File: src/rtl/video_sync_v.sv
// Vertical line counter, blank/sync/pixel-window decode and Z80 INT pulse generator.
// Optional early INT release via int_ack_i when SYNCV_INT_ACK_EN is defined.
module video_sync_v #(
  parameter logic [8:0] VPERIOD   = 9'd320,
  parameter logic [8:0] VBLNK_BEG = 9'd0,
  parameter logic [8:0] VSYNC_BEG = 9'd8,
  parameter logic [8:0] VSYNC_END = 9'd12,
  parameter logic [8:0] VBLNK_END = 9'd32,
  parameter logic [8:0] VPIX_PENT = 9'd80,
  parameter logic [8:0] VPIX_ATM  = 9'd76,
  parameter logic [8:0] VINT_LINE = 9'd319,
  parameter logic [6:0] INT_LEN   = 7'd64
) (
  input  logic       clk_i,
  input  logic       rst_i,
  input  logic       cend_i,
  input  logic       hsync_start_i,
  input  logic       line_start_i,
  input  logic       hint_start_i,
  input  logic       mode_atm_n_pent_i,
`ifdef SYNCV_INT_ACK_EN
  input  logic       int_ack_i,
`endif
  output logic [8:0] vcount_o,
  output logic       vblank_o,
  output logic       vsync_o,
  output logic       vpix_o,
  output logic       frame_start_o,
  output logic       int_req_o
);

  localparam logic [8:0] VPIX_PENT_LEN = 9'd192;
  localparam logic [8:0] VPIX_ATM_LEN  = 9'd200;

  logic [8:0] vcount_q, vcount_d;
  logic       vblank_q, vblank_d;
  logic       vsync_q, vsync_d;
  logic       vpix_q, vpix_d;
  logic       frame_start_q, frame_start_d;
  logic [6:0] int_cnt_q, int_cnt_d;
  logic       int_req_q, int_req_d;
  logic       int_trig;
  logic       int_ack_hit;

  // Wrap-around subtract turns a two-sided range test into one unsigned compare.
  function automatic logic in_window(input logic [8:0] v, input logic [8:0] beg,
                                     input logic [8:0] len);
    logic [8:0] off;
    off = v - beg;
    return (off < len);
  endfunction

  assign int_trig = hint_start_i && (vcount_q == VINT_LINE);
`ifdef SYNCV_INT_ACK_EN
  assign int_ack_hit = int_ack_i && int_req_q;
`else
  assign int_ack_hit = 1'b0;
`endif

  // Next-state for line counter, vertical decodes, pixel window and INT counter
  always_comb begin
    vcount_d      = vcount_q;
    vblank_d      = vblank_q;
    vsync_d       = vsync_q;
    vpix_d        = vpix_q;
    frame_start_d = 1'b0;
    int_cnt_d     = int_cnt_q;

    if (hsync_start_i) begin
      if (vcount_q == (VPERIOD - 9'd1)) begin
        vcount_d      = 9'd0;
        frame_start_d = 1'b1;
      end else begin
        vcount_d      = vcount_q + 9'd1;
      end
      vblank_d = in_window(vcount_d, VBLNK_BEG, VBLNK_END - VBLNK_BEG);
      vsync_d  = in_window(vcount_d, VSYNC_BEG, VSYNC_END - VSYNC_BEG);
    end else begin
      vcount_d = vcount_q;
    end

    // Range check on every line_start, so a mode switch never leaves the window stuck.
    if (line_start_i) begin
      if (mode_atm_n_pent_i) begin
        vpix_d = in_window(vcount_q, VPIX_ATM, VPIX_ATM_LEN);
      end else begin
        vpix_d = in_window(vcount_q, VPIX_PENT, VPIX_PENT_LEN);
      end
    end else begin
      vpix_d = vpix_q;
    end

    if (int_trig) begin
      int_cnt_d = INT_LEN;
    end else if (int_ack_hit) begin
      int_cnt_d = 7'd0;
    end else if (cend_i && (int_cnt_q != 7'd0)) begin
      int_cnt_d = int_cnt_q - 7'd1;
    end else begin
      int_cnt_d = int_cnt_q;
    end

    int_req_d = (int_cnt_d != 7'd0);
  end

  // State registers; reset overrides every strobe
  always_ff @(posedge clk_i) begin
    if (rst_i) begin
      vcount_q      <= 9'd0;
      vblank_q      <= 1'b0;
      vsync_q       <= 1'b0;
      vpix_q        <= 1'b0;
      frame_start_q <= 1'b0;
      int_cnt_q     <= 7'd0;
      int_req_q     <= 1'b0;
    end else begin
      vcount_q      <= vcount_d;
      vblank_q      <= vblank_d;
      vsync_q       <= vsync_d;
      vpix_q        <= vpix_d;
      frame_start_q <= frame_start_d;
      int_cnt_q     <= int_cnt_d;
      int_req_q     <= int_req_d;
    end
  end

  assign vcount_o      = vcount_q;
  assign vblank_o      = vblank_q;
  assign vsync_o       = vsync_q;
  assign vpix_o        = vpix_q;
  assign frame_start_o = frame_start_q;
  assign int_req_o     = int_req_q;

endmodule

File: config.mk
export PLATFORM = sky130hd
export DESIGN_NAME = video_sync_v
export DESIGN_NICKNAME = d
export VERILOG_FILES = /design/src/rtl/video_sync_v.sv
export SDC_FILE = /design/constraint.sdc
export NUM_CORES = 1
export LEC_CHECK = 0
export CAP_MARGIN = 25
export CORE_ASPECT_RATIO = 1.1
export CORE_MARGIN = 2
export CORE_UTILIZATION = 52
export CTS_CLUSTER_DIAMETER = 200
export DETAILED_ROUTE_END_ITERATION = 12
export GPL_TIMING_DRIVEN = 1
export PLACE_DENSITY = 0.78
export RECOVER_POWER = 100
export SLEW_MARGIN = 15
export SYNTH_ARGS = -nofsm -noshare
export SYNTH_HDL_FRONTEND = slang
export SYNTH_SLANG_ARGS = --single-unit
File: constraint.sdc
create_clock -name clk_i -period 2.5 [get_ports clk_i]
set_input_delay 0.25 -clock clk_i [delete_from_list [all_inputs] [get_ports clk_i]]
set_output_delay 0.25 -clock clk_i [all_outputs]
set_load 0.005 [all_outputs]
==> flow_summary.json, run 1 <==
{
  "arrival_ns": 2.23,
  "hold_path_end": "vblank_o",
  "rr_startpoint": "int_cnt_q[0]",
  "setup_violations": 0,
  "internal-power_mw": 0.716,
  "setup_slack_ns": 0.454,
  "root_buffer": "clkbuf_4",
  "vias": 1199,
  "syn2layout_area_growth_pct": 17.7,
  "grt_max_degree": 16,
  "power.leakage_nw": 0.560,
  "worstSetupPathType": "reg2reg",
  "die-area_um2": 2870,
  "ios": 21,
  "grt_antenna_before_repair": 0,
  "wire_per_inst_um": 14.0,
  "yosysTopAreaCellShare": 0.329,
  "crit_path_max_fanout": 4,
  "final_hold_viol_count": 0,
  "ctsHoldBuffers": 0,
  "clock_power_share": 0.143,
  "slew_headroom": 0.677,
  "synth_area_leaders": "dfxtp_1 33%, nor2_1 5.0%, a21oi_1 4.7%",
  "worst_setup_path_end_kind": "flip-flop",
  "track_usage": 0.211,
  "core_um2": 2300,
  "ys_seq_elements": 21,
  "status": "completed",
  "maxCapViolations": 0,
  "clockBufferDepth": 2,
  "wirelength_um": 2820,
  "design_area_um2": 1500,
  "yosysSeqAreaShare": 0.329,
  "critPathRequiredTime_ns": 2.69,
  "seq_area_um2": 420,
  "grt_pass1_vias": 1119,
  "reg2reg_depth": 7,
  "vias_per_cell": 5.97,
  "synthesis.nets": 164,
  "synth_top_area_cell": "dfxtp_1",
  "finalCriticalPeriod_ns": 2.05,
  "fin_crit_sh": 0.818,
  "cts_tree": "done",
  "start_util": 0.556,
  "worstMarginPinSlew_ns": 0.484,
  "synth-edff-count": 0,
  "worstHoldPathType": "reg2reg",
  "synth_most_common_cell": "dfxtp_1",
  "comb_power_share": 0.454,
  "post-route-util": 0.654,
  "synth_common_cells": "21 x dfxtp_1, 17 x nor2_1, 12 x a21oi_1, 10 x nand3_1, 9 x nand2_1",
  "synth_area_um2": 1280,
  "async_reset_ff_frac": 0,
  "reg2reg_to": "int_req_o",
  "p_sw_frac": 0.386,
  "place_area_um2": 1490,
  "synth_top_flop_cell": "dfxtp_1",
  "antenna_cells": 0,
  "hold_start": "vblank_o",
  "syn_avg_cell_area_um2": 8.34,
  "crit_start": "int_cnt_q[0]",
  "ant_nets": 0,
  "ys_warn_count": 0,
  "fillCellCount": 204,
  "drv_slew": 0,
  "firstDrtPassIters": 4,
  "fmax_ghz": 0.489,
  "drt_iter0_markers": 29,
  "synthCells": 153,
  "grt_pass1_wl_um": 4830,
  "nNetsFinal": 183,
  "grt.overflow.total": 0,
  "drive_above_1_share": 0.0877,
  "p_seq_frac": 0.403,
  "hpwl_um": 2100,
  "clock_latency_ns": 0.30,
  "clk_pin_slew_ns": 0.12,
  "cts_max_level": 1,
  "switchingPower_mw": 0.451,
  "synthDistinctLibCells": 47,
  "hold_depth": 2,
  "rrSetupSlack_ns": 0.45,
  "die_h_um": 56.0,
  "preCtsSetupSlack_ns": 0.486,
  "rsz0062_at_grt": "no",
  "rows": 18,
  "cts_buffers": 3,
  "multi_input_area_um2": 777,
  "powerDensity_nw_per_um2": 777,
  "clkSinkCount": 21,
  "post_cts_resized": 0,
  "max-vdd-ir-drop_mv": 0.459,
  "critPathLaunchType": "flip-flop",
  "die_x_um": 51.2,
  "postCtsSetupBuffers": 0,
  "final.setup_skew_ns": 0.00672,
  "final_cells": 201,
  "portBuffers": 20,
  "gp_congestion": 0.794,
  "tns_ns": 0,
  "post-place-cells": 197,
  "drcViolationCount": 0
}
## state kept, by name (all words and copies together), names as in the netlist
| register | flops |
|---|---|
| vblank_o | 1 |
| vsync_o | 1 |
| frame_start_o | 1 |
| int_cnt_q | 7 |
| vpix_o | 1 |
| int_req_o | 1 |
| vcount_o | 9 |
## power by group through the flow
stage                     registers, mW  clock network, mW  logic [mW]
after global placement            0.468                  0       0.521
after floorplan                   0.442                  0       0.454
after CTS                         0.466              0.171       0.534
after global routing              0.479              0.186       0.583
after detailed placement          0.474                  0       0.528
final                             0.470              0.167       0.530
## metal layers
layer,GRT usage,part of all wire,up-vias
met1,0.270,0.45,581
met4,0.0451,0.0057,0
li1,-,-,593
met5,0,0,-
met3,0.0242,0.027,2
met2,0.375,0.52,23
## metrics by stage
| step | power [mW] | hold WS, ns |
|---|---|---|
| 4_1_cts | 1.17 | 0.513 |
| 2_1_floorplan | 0.896 | 0.350 |
| 3_5_place_dp | 1.00 | 0.497 |
| 5_1_grt | 1.25 | 0.549 |
| 6_report | 1.17 | 0.506 |
| 3_3_place_gp | 0.989 | 0.489 |
## worst max-delay path by stage
stage                     end  slack [ns]  cells after the start
floorplan           int_req_o        0.63                      7
global placement    int_req_o        0.55                      7
detailed placement  int_req_o        0.49                      7
CTS                 int_req_o        0.46                      7
global route        int_req_o        0.27                      5
finish              int_req_o        0.45                      7
## worst max-delay path: stages (launching register included)
cell and delay (ns):
dfxtp_1 0.36, inv_1 0.13, ha_1 0.22, or4b_4 0.52, o31ai_4 0.28, a2bb2oi_2 0.10
nor4_2 0.21, a31oi_1 0.11
## cell type report
cell class / count / area share
Clock buffer: 3 / 0.0150
Clock inverter: 1 / 0.00500
Inverter: 6 / 0.0150
Multi-Input combinational cell: 117 / 0.517
Sequential cell: 21 / 0.280
Tap cell: 30 / 0.0250
Timing Repair Buffer: 23 / 0.143
## cell usage in the layout, fill, tap and decap left out, types with 3 or more instances in the layout
cell             synthesis  routed
nor2_1                  17      17
nand2_1                  9       9
o21ai_0                  5       5
dlygate4sd3_1            0      13
nor3_1                   7       7
nand3_1                 10      10
nor4b_1                  3       3
clkdlybuf4s50_1          0       7
a311oi_1                 4       4
ha_1                     4       4
a21oi_1                 12      12
xnor2_1                  6       6
clkbuf_4                 0       3
inv_1                    6       6
dfxtp_1                 21      21
## kinds of logic after synthesis
| family | after synthesis | share of synthesized area |
|---|---|---|
| muxes | 2 | 0.0157 |
| xor gates and xnor gates | 8 | 0.0549 |
| AOI/OAI and AO/OA | 35 | 0.199 |
| DFF | 21 | 0.329 |
| buffers and inverters | 15 | 0.0559 |
| adders and majority gates | 4 | 0.0392 |
| and+or+nand+nor | 68 | 0.306 |
(Power assumes the default switching activity.)
==> run 2, diff against run 1 <==
CORE_UTILIZATION = 47   (was 52)
PLACE_DENSITY = 0.75   (was 0.78)
clock period = 1.8 ns   (was 2.5 ns; I/O delays follow)
==> run 2 against run 1 <==
Compared with the run above:
- die area grew 9.8%
- clock power up 45%
- first-iteration DRC count is 21% lower
- non-clock buffer count increased by 16
- critical path type unchanged
- largest power group unchanged
==> flow_summary.json, run 2 (synthesized netlist as in run 1, its figures left out) <==
{
  "worstHoldPathType": "reg2reg",
  "grt_max_degree": 17,
  "preCtsSetupSlack_ns": -0.0157,
  "finalCriticalPeriod_ns": 1.75,
  "fmax_ghz": 0.570,
  "drt_iter0_markers": 23,
  "post-route-util": 0.663,
  "wirelength_um": 3220,
  "vias": 1253,
  "clk_pin_slew_ns": 0.13,
  "drcViolationCount": 0,
  "final_hold_viol_count": 0,
  "post-place-cells": 213,
  "status": "completed",
  "cts_max_level": 1,
  "layout_commonest_cell": "clkdlybuf4s50_1",
  "drv_slew": 0,
  "crit_path_cell_trace": "inv_4, ha_4, or4b_4, buf_6, nor3_4, a2bb2oi_2, nor4_2, a31oi_1",
  "worst_setup_path_end_kind": "flip-flop",
  "syn2layout_area_growth_pct": 32.2,
  "die_h_um": 58.7,
  "wire_per_inst_um": 14.8,
  "hpwl_um": 2380,
  "die_x_um": 53.7,
  "vias_per_cell": 5.75,
  "grt_antenna_before_repair": 0,
  "ctsHoldBuffers": 0,
  "clockBufferDepth": 2,
  "max-vdd-ir-drop_mv": 1.08,
  "crit_buf_inv": 2,
  "antenna_cells": 0,
  "drive_above_1_share": 0.246,
  "powerDensity_nw_per_um2": 1120,
  "setup_violations": 0,
  "maxCapViolations": 0,
  "crit_family": "simple AND/OR/NAND/NOR gates",
  "grt_pass1_wl_um": 5530,
  "root_buffer": "clkbuf_4",
  "worstMarginPinSlew_ns": 0.449,
  "crit_path_max_incr_delay_ns": 0.49,
  "largest_reg_flops": 9,
  "clkSinkCount": 21,
  "power.leakage_nw": 0.623,
  "rsz0062_at_grt": "yes",
  "nNetsFinal": 199,
  "final_cell_mix": "20 x clkdlybuf4s50_1, 17 x buf_4, 16 x nor2_1, 16 x dfxtp_1, 11 x a21oi_1",
  "die-area_um2": 3150,
  "grt.overflow.total": 0,
  "core_um2": 2540,
  "critPathSlowestCell": "or4b_4",
  "cts_buffers": 3,
  "fin_crit_sh": 0.975,
  "firstDrtPassIters": 4,
  "seq_area_um2": 427,
  "ios": 21,
  "crit_path_max_fanout": 3,
  "whs_ns": 0.496,
  "final.setup_skew_ns": 0.00656,
  "clock_latency_ns": 0.31,
  "final_cells": 218,
  "tns_ns": 0,
  "gp_congestion": 0.807,
  "critPathLaunchType": "flip-flop",
  "setup_slack_ns": 0.0458,
  "cts_tree": "done",
  "grt_pass1_vias": 1280,
  "start_util": 0.502,
  "multi_input_area_um2": 820,
  "critPathRequiredTime_ns": 2.05,
  "portBuffers": 20,
  "track_usage": 0.238,
  "slew_headroom": 0.700,
  "ant_nets": 0,
  "fillCellCount": 232,
  "worstSetupPathType": "reg2reg",
  "rows": 19,
  "arrival_ns": 2.00
}
==> run 2: repair_timing <==
item,CTS,global route
pin swaps,1,3
setup endpoints to repair,1,15
buffers inserted,1,0
cloned,0,0
endpoints found under the hold margin,0,0
gates resized for setup,1,15
==> run 2: per-layer routing <==
| layer | vias to the layer above | share of wire | GRT usage |
|---|---|---|---|
| met2 | 23 | 0.51 | 0.394 |
| met3 | 4 | 0.020 | 0.0381 |
| li1 | 625 | - | - |
| met5 | - | 0 | 0 |
| met1 | 601 | 0.45 | 0.304 |
| met4 | 0 | 0.013 | 0.0952 |
==> run 2: cell type report <==
cell class,instances,share of cell area
clock buffer,4,0.0156
timing repair buffer,39,0.208
tap,31,0.0230
multi-input combinational,117,0.486
sequential,21,0.253
inverter,6,0.0148
==> run 2: final timing paths <==
| check | to | start | depth (start not counted) | slack, ns |
|---|---|---|---|---|
| max | int_req_o | int_cnt_q[0] | 8 | 0.05 |
| min | vblank_o | vblank_o | 2 | 0.50 |
| max reg2reg | int_req_o | int_cnt_q[0] | 8 | 0.05 |
| min reg2reg | vblank_o | vblank_o | 2 | 0.50 |
==> run 2: power breakdown <==
part           switching (mW)  total (mW)  internal [mW]
logic                   0.482        1.03          0.543
registers              0.0767       0.621          0.544
clock network           0.155       0.242         0.0867
==> run 2: per-stage QoR <==
step | instance area [um2] | total power, mW
2_1_floorplan | 1290 | 1.27
3_3_place_gp | 1610 | 1.49
3_5_place_dp | 1610 | 1.53
4_1_cts | 1650 | 1.82
5_1_grt | 1690 | 2.02
6_report | 1690 | 1.89
==> run 2: worst reg2reg max path, delay by kind of cell (launching register included) <==
| kind | cells | cell delay [ns] |
|---|---|---|
| buffers and inverters | 2 | 0.23 |
| and+or+nand+nor | 3 | 0.67 |
| AOI/OAI and AO/OA | 2 | 0.31 |
| DFF | 1 | 0.36 |
| adders and majority gates | 1 | 0.13 |
==> run 3, diff against run 2 <==
CAP_MARGIN = not set   (was 25)
CORE_UTILIZATION = 55   (was 47)
DONT_BUFFER_PORTS = 1   (was not set)
PLACE_DENSITY = 0.73   (was 0.75)
==> run 3 against run 2 <==
Compared with the run above:
- the flow now finishes with violations (negative hold slack, negative setup slack)
- core utilization is 1.9 points lower
- largest power group unchanged
- clock-buffer cell count is 1 lower
- via count is 5.4% lower
- clock power is 7% lower
- register-to-register slack worse by 0.06 ns
- critical path depth is 1 lower
==> flow_summary.json, run 3 (synthesized netlist as in run 1, its figures left out) <==
{
  "core_um2": 2230,
  "violations": "negative hold slack, negative setup slack",
  "critPathLaunchType": "flip-flop",
  "maxCapViolations": 0,
  "met3_usage": 0.0383,
  "critPathRequiredTime_ns": 1.99,
  "wire_per_inst_um": 15.0,
  "clk_pin_slew_ns": 0.12,
  "clock_power_share": 0.128,
  "grt.busiest_layer": "met2",
  "antenna_cells": 0,
  "worstSetupPathType": "reg2reg",
  "root_buffer": "clkbuf_4",
  "fmax_ghz": 0.550,
  "worstHoldPathType": "in2reg",
  "largest_reg_flops": 9,
  "whs_ns": -0.0722,
  "comb_power_share": 0.521,
  "final_hold_viol_count": 18,
  "ant_nets": 0,
  "preCtsSetupSlack_ns": -0.0212,
  "clockBufferDepth": 2,
  "final.setup_skew_ns": 0.00477,
  "setup_slack_ns": -0.0191,
  "cts_buffers": 3,
  "ios": 21,
  "powerDensity_nw_per_um2": 1210,
  "ctsHoldBuffers": 2,
  "hold_start": "rst_i",
  "arrival_ns": 2.01,
  "start_util": 0.572,
  "clock_latency_ns": 0.30,
  "grt_max_degree": 23,
  "rrSetupSlack_ns": -0.02,
  "vias": 1185,
  "worstMarginPinSlew_ns": 0.562,
  "worst_setup_path_end_kind": "flip-flop",
  "clkSinkCount": 21,
  "switchingPower_mw": 0.653,
  "die-area_um2": 2720,
  "firstDrtPassIters": 4,
  "rsz0062_at_grt": "yes",
  "die_h_um": 54.5,
  "crit_start": "int_cnt_q[0]",
  "nNetsFinal": 178,
  "grt_antenna_before_repair": 0,
  "drcViolationCount": 0,
  "rows": 18,
  "setup_violations": 2,
  "max-vdd-ir-drop_mv": 0.612,
  "post-route-util": 0.644,
  "syn2layout_area_growth_pct": 12.5,
  "track_usage": 0.228,
  "grt_pass1_wl_um": 4670,
  "p_sw_frac": 0.375,
  "fin_crit_sh": 1.01,
  "drv_slew": 0,
  "crit_path_max_fanout": 4,
  "power.leakage_nw": 0.534,
  "drive_above_1_share": 0.193,
  "hpwl_um": 2110,
  "wirelength_um": 2950,
  "rr_startpoint": "int_cnt_q[0]",
  "gp_congestion": 0.761,
  "internal-power_mw": 1.09,
  "status": "finished, violations left",
  "die_x_um": 49.9,
  "cts_tree": "done",
  "cts_max_level": 1,
  "p_seq_frac": 0.351,
  "portBuffers": 0,
  "final_cell_mix": "20 x dfxtp_1, 17 x nor2_1, 12 x buf_4, 11 x a21oi_1, 10 x nand3_1",
  "use_met2": 0.449,
  "grt.overflow.total": 0,
  "slew_headroom": 0.620,
  "finalCriticalPeriod_ns": 1.82,
  "layout_commonest_cell": "dfxtp_1",
  "grtUsageMet1": 0.248,
  "grt_pass1_vias": 1043,
  "drt_iter0_markers": 27,
  "vias_per_cell": 6.05
}
-- run 3: changes by cell type in the layout (fill, tap and decap cells not counted), sizes merged --
cell           delta
clkinv            +1
clkbuf            +2
clkdlybuf4s50    -20
dlygate4sd3       +2
buf               -6
-- run 3: final cells by class --
class	instances	area, um2
Fill cell	197	795
Multi-Input combinational cell	117	793
Sequential cell	21	422
Timing Repair Buffer	18	133
Tap cell	30	37.5
Clock buffer	3	22.5
Inverter	6	22.5
Clock inverter	1	5.00
-- run 3: path summary, 6_finish.rpt --
path	to	cells past startpoint
max	int_req_o	7
min	vcount_o[0]	1
max reg2reg	int_req_o	7
min reg2reg	vblank_o	2
-- run 3: routing by layer --
layer | vias to the layer above | share of wire
met3 | 2 | 0.039
li1 | 588 | -
met5 | - | 0
met1 | 572 | 0.41
met4 | 0 | 0.0068
met2 | 23 | 0.54
-- run 3: power groups by stage --
stage	clock [mW]	combinational [mW]	sequential [mW]
4_1_cts	0.231	0.825	0.608
3_5_place_dp	0	0.818	0.619
2_1_floorplan	0	0.654	0.615
5_1_grt	0.240	0.992	0.620
3_3_place_gp	0	0.786	0.615
6_report	0.224	0.908	0.612
-- run 3: worst max-delay path, cell delays in order (launching register included) --
cell,delay (ns)
dfxtp_2,0.34
inv_2,0.08
ha_4,0.14
or4b_4,0.51
o31ai_4,0.30
a2bb2oi_2,0.09
nor4_2,0.14
a31oi_1,0.11
-- run 3: timing repair --
item,in CTS,in global routing
endpoints found under the hold margin,20,18
endpoints found under the setup margin,3,6
resized for setup,0,8
pin swaps,1,3
cloned,0,0
setup buffers,0,2
-- run 3: stage by stage --
stage	std cells	TNS, ns	hold slack, ns	power [mW]	instance area [um2]
after global placement	188	0	0.251	1.40	1380
after global routing	196	-0.395	-0.0870	1.85	1440
after detailed placement	188	-0.0274	0.256	1.44	1380
after floorplan	153	0	0.280	1.27	1290
after CTS	194	0	-0.0831	1.66	1430
final	196	-0.0278	-0.0722	1.74	1440
==> RTL edit: new RTL, config.mk and constraints of run 3 <==
Make the reset (`rst_i`) asynchronous in one clocked block.
--- a/src/rtl/video_sync_v.sv
+++ b/src/rtl/video_sync_v.sv
@@ -104,7 +104,7 @@
   end
 
   // State registers; reset overrides every strobe
-  always_ff @(posedge clk_i) begin
+  always_ff @(posedge clk_i or posedge rst_i) begin
     if (rst_i) begin
       vcount_q      <= 9'd0;
       vblank_q      <= 1'b0;
Check against the original RTL: differs if rst_i is asserted again (counterexample within 4 cycles, from zero or initial values and one cycle with rst_i high); with rst_i held inactive, the same outputs for 10 cycles.
==> RTL edit against run 3 <==
The flow finishes with violations (setup timing); core utilization up 6.9 points; sequential cell count unchanged; sequential power up 19%; final area up 11%; wire length up 3.0%; critical path depth down 2; count of clock-buffer cells in the layout up 1; die area up 1.4%; combinational power up 46%; setup slack worse by 0.25 ns; power up 31%; synthesized area up 1.6%.
==> RTL edit: results (changes against run 3) <==
Finish
The number of nets at the end of the flow came to 182 (was 178). The count of filler cells inserted in the layout was 180 (was 197). The number of flip-flops in the largest register came to 9 (unchanged). The fraction of final layout cells with drive strength greater than 1 was 0.2353 (was 0.1928).

The final cell count without fillers is 200 (was 196). The number of diodes added for antenna fixing is 0 (unchanged).

Clock network
Clock-pin slew was measured on the worst setup and hold paths at 0.11 ns. The insertion delay to the later sink of the worst-skew pair is approximately 0.31 ns. The clock tree root driver cell is clkbuf_4 (unchanged). The total CTS buffers is 3 (unchanged).

The maximum level of the CTS H-tree is 1 (unchanged). The deepest clock path buffer count is 2 (unchanged).

Status
Result of the run: finished with violations (unchanged). Violations in the final reports: setup timing (was hold timing, setup timing).

Global routing
The met3 routing resource usage after global routing is 0.04032 (was 0.03825). The wire length of the first global-routing pass is 5002 um (was 4671 um). The maximum number of pins on one net before global-route repair is 22 (was 23). The global-route total usage across every layer came to 0.2481 (was 0.2279). The met2 track demand over resource was 0.4671 (was 0.4489). The initial antenna violation count was 0 (unchanged). The met1 usage in global routing came to 0.2738 (was 0.2483).

Placed design
The post-placement cell count came to 191 (was 188). The routability-driven placement congestion ratio came to 0.8331 (was 0.7611). The detailed placer's ending HPWL is 2160 um (was 2110 um). The number of buffer cells added on primary ports is 0 (unchanged).

Timing
The setup violation total in the final timing report is 3 (was 2). The final clock skew came to 0.006248 ns (was 0.004765 ns). The final worst setup slack is -0.2664 ns (was -0.01906 ns). The worst slew slack as a fraction of its limit is 0.4726 (was 0.6203).

Synth
The cell count after synthesis is 143 (was 153). Cell types with the largest area share after synthesis: dfrtp_1 (41%), nor2_1 (4.1%), xnor2_1 (4.1%), ha_1 (3.9%), o21ai_0 (3.9%) (was dfxtp_1 (33%), nor2_1 (5.0%), a21oi_1 (4.7%), xnor2_1 (4.1%), ha_1 (3.9%)). The fraction of registers with async set/reset is 1.000 (was 0).

The count of warnings emitted by yosys was 0 (unchanged). Most frequent cells after synthesis: dfrtp_1 (21), nor2_1 (14), nand2_1 (13), o21ai_0 (10) (was dfxtp_1 (21), nor2_1 (17), a21oi_1 (12), nand3_1 (10), nand2_1 (9)). The number of distinct standard cells referenced by the synthesized netlist came to 43 (was 47).

The net count after synthesis came to 154 (was 164). The proportion of synthesized chip area in sequential cells is 0.4054 (was 0.3294).

Detailed routing
The sum of routed wire length over all layers is 3036 um (was 2949 um). The count of TritonRoute iterations in the first routing pass is 4 (unchanged). The total via count after detailed routing is 1149 (was 1185). The count of routing violations after the opening detailed-route iteration is 20 (was 27).

Setup path
The maximum fanout encountered on the critical timing path came to 5 (was 4). The critical path arrival is 2.25 ns (was 2.01 ns).

Power
The total leakage power is 0.6774 nW (was 0.5335 nW). The total internal power came to 1.378 mW (was 1.090 mW). The highest ir drop seen on vdd is 0.8829 mV (was 0.6121 mV).

Min path
The classification of the worst-slack hold path is input pin to flop (unchanged).
-- RTL edit: cell types whose count changed in the layout (fill, tap and decap cells not counted), sizes merged, moves of 7 or more --
cell / change
dfrtp: +21
buf: +7
a21oi: -9
dfxtp: -21
nand3: -7
clkbuf: +9
-- RTL edit: layer usage --
metal  part of all wire  up-vias
li1                   -      570
met1               0.41      549
met2               0.53       21
met3              0.028        9
met4              0.028        0
met5                  0        -
-- RTL edit: final timing paths --
kind	start	endpoint	slack [ns]	cells after the start
max	int_cnt_q[3]	int_req_o	-0.27	5
min	hsync_start_i	vcount_o[5]	0.008	2
max reg2reg	int_cnt_q[3]	int_req_o	-0.27	5
min reg2reg	vpix_o	vpix_o	0.55	2
max in group asynchronous	rst_i	int_cnt_q[4]	0.85	2
min in group asynchronous	rst_i	int_cnt_q[1]	0.45	2
-- RTL edit: kinds of logic after synthesis --
group,Yosys count,share of synthesized area
AOI/OAI and AO/OA,30,0.1564
xor gates and xnor gates,8,0.05406
muxes,4,0.03185
and+or+nand+nor,59,0.2500
DFF,21,0.4054
adders and majority gates,5,0.04633
buffers and inverters,16,0.05598
-- RTL edit: critical path: stages (launching register included) --
cell,delay [ns]
dfrtp_1,0.39
or4_4,0.59
o211ai_2,0.18
xor2_1,0.21
o21ai_1,0.09
or4b_1,0.49
-- RTL edit: power by group through the flow --
stage | clock network [mW] | logic [mW] | registers, mW
after floorplan | 0 | 0.775 | 0.748
after global placement | 0 | 1.17 | 0.727
after detailed placement | 0 | 1.22 | 0.734
after CTS | 0.236 | 1.39 | 0.731
after global routing | 0.243 | 1.47 | 0.751
final | 0.226 | 1.33 | 0.728
-- RTL edit: through the flow --
step	TNS, ns	area [um^2]
final	-0.3073	1589
after global routing	-1.114	1589
after CTS	-0.3462	1625
after detailed placement	-0.3492	1514
after global placement	-0.2711	1514
after floorplan	-0.2296	1329
-- RTL edit: layout make-up --
type                       instances  area share
sequential                        21      0.3307
inverter                           5     0.01181
multi-input combinational        106      0.4756
timing repair buffer              34      0.1417
clock buffer                       4     0.01654
tap                               30     0.02362
-- RTL edit: repair_timing --
action                                  in CTS  in global routing
endpoints found under the hold margin       26                  0
buffers inserted                             3                  2
pin swaps                                    7                  4
resized for setup                           11                  2
endpoints found under the setup margin       3                  6
hold buffers                                 3                  0
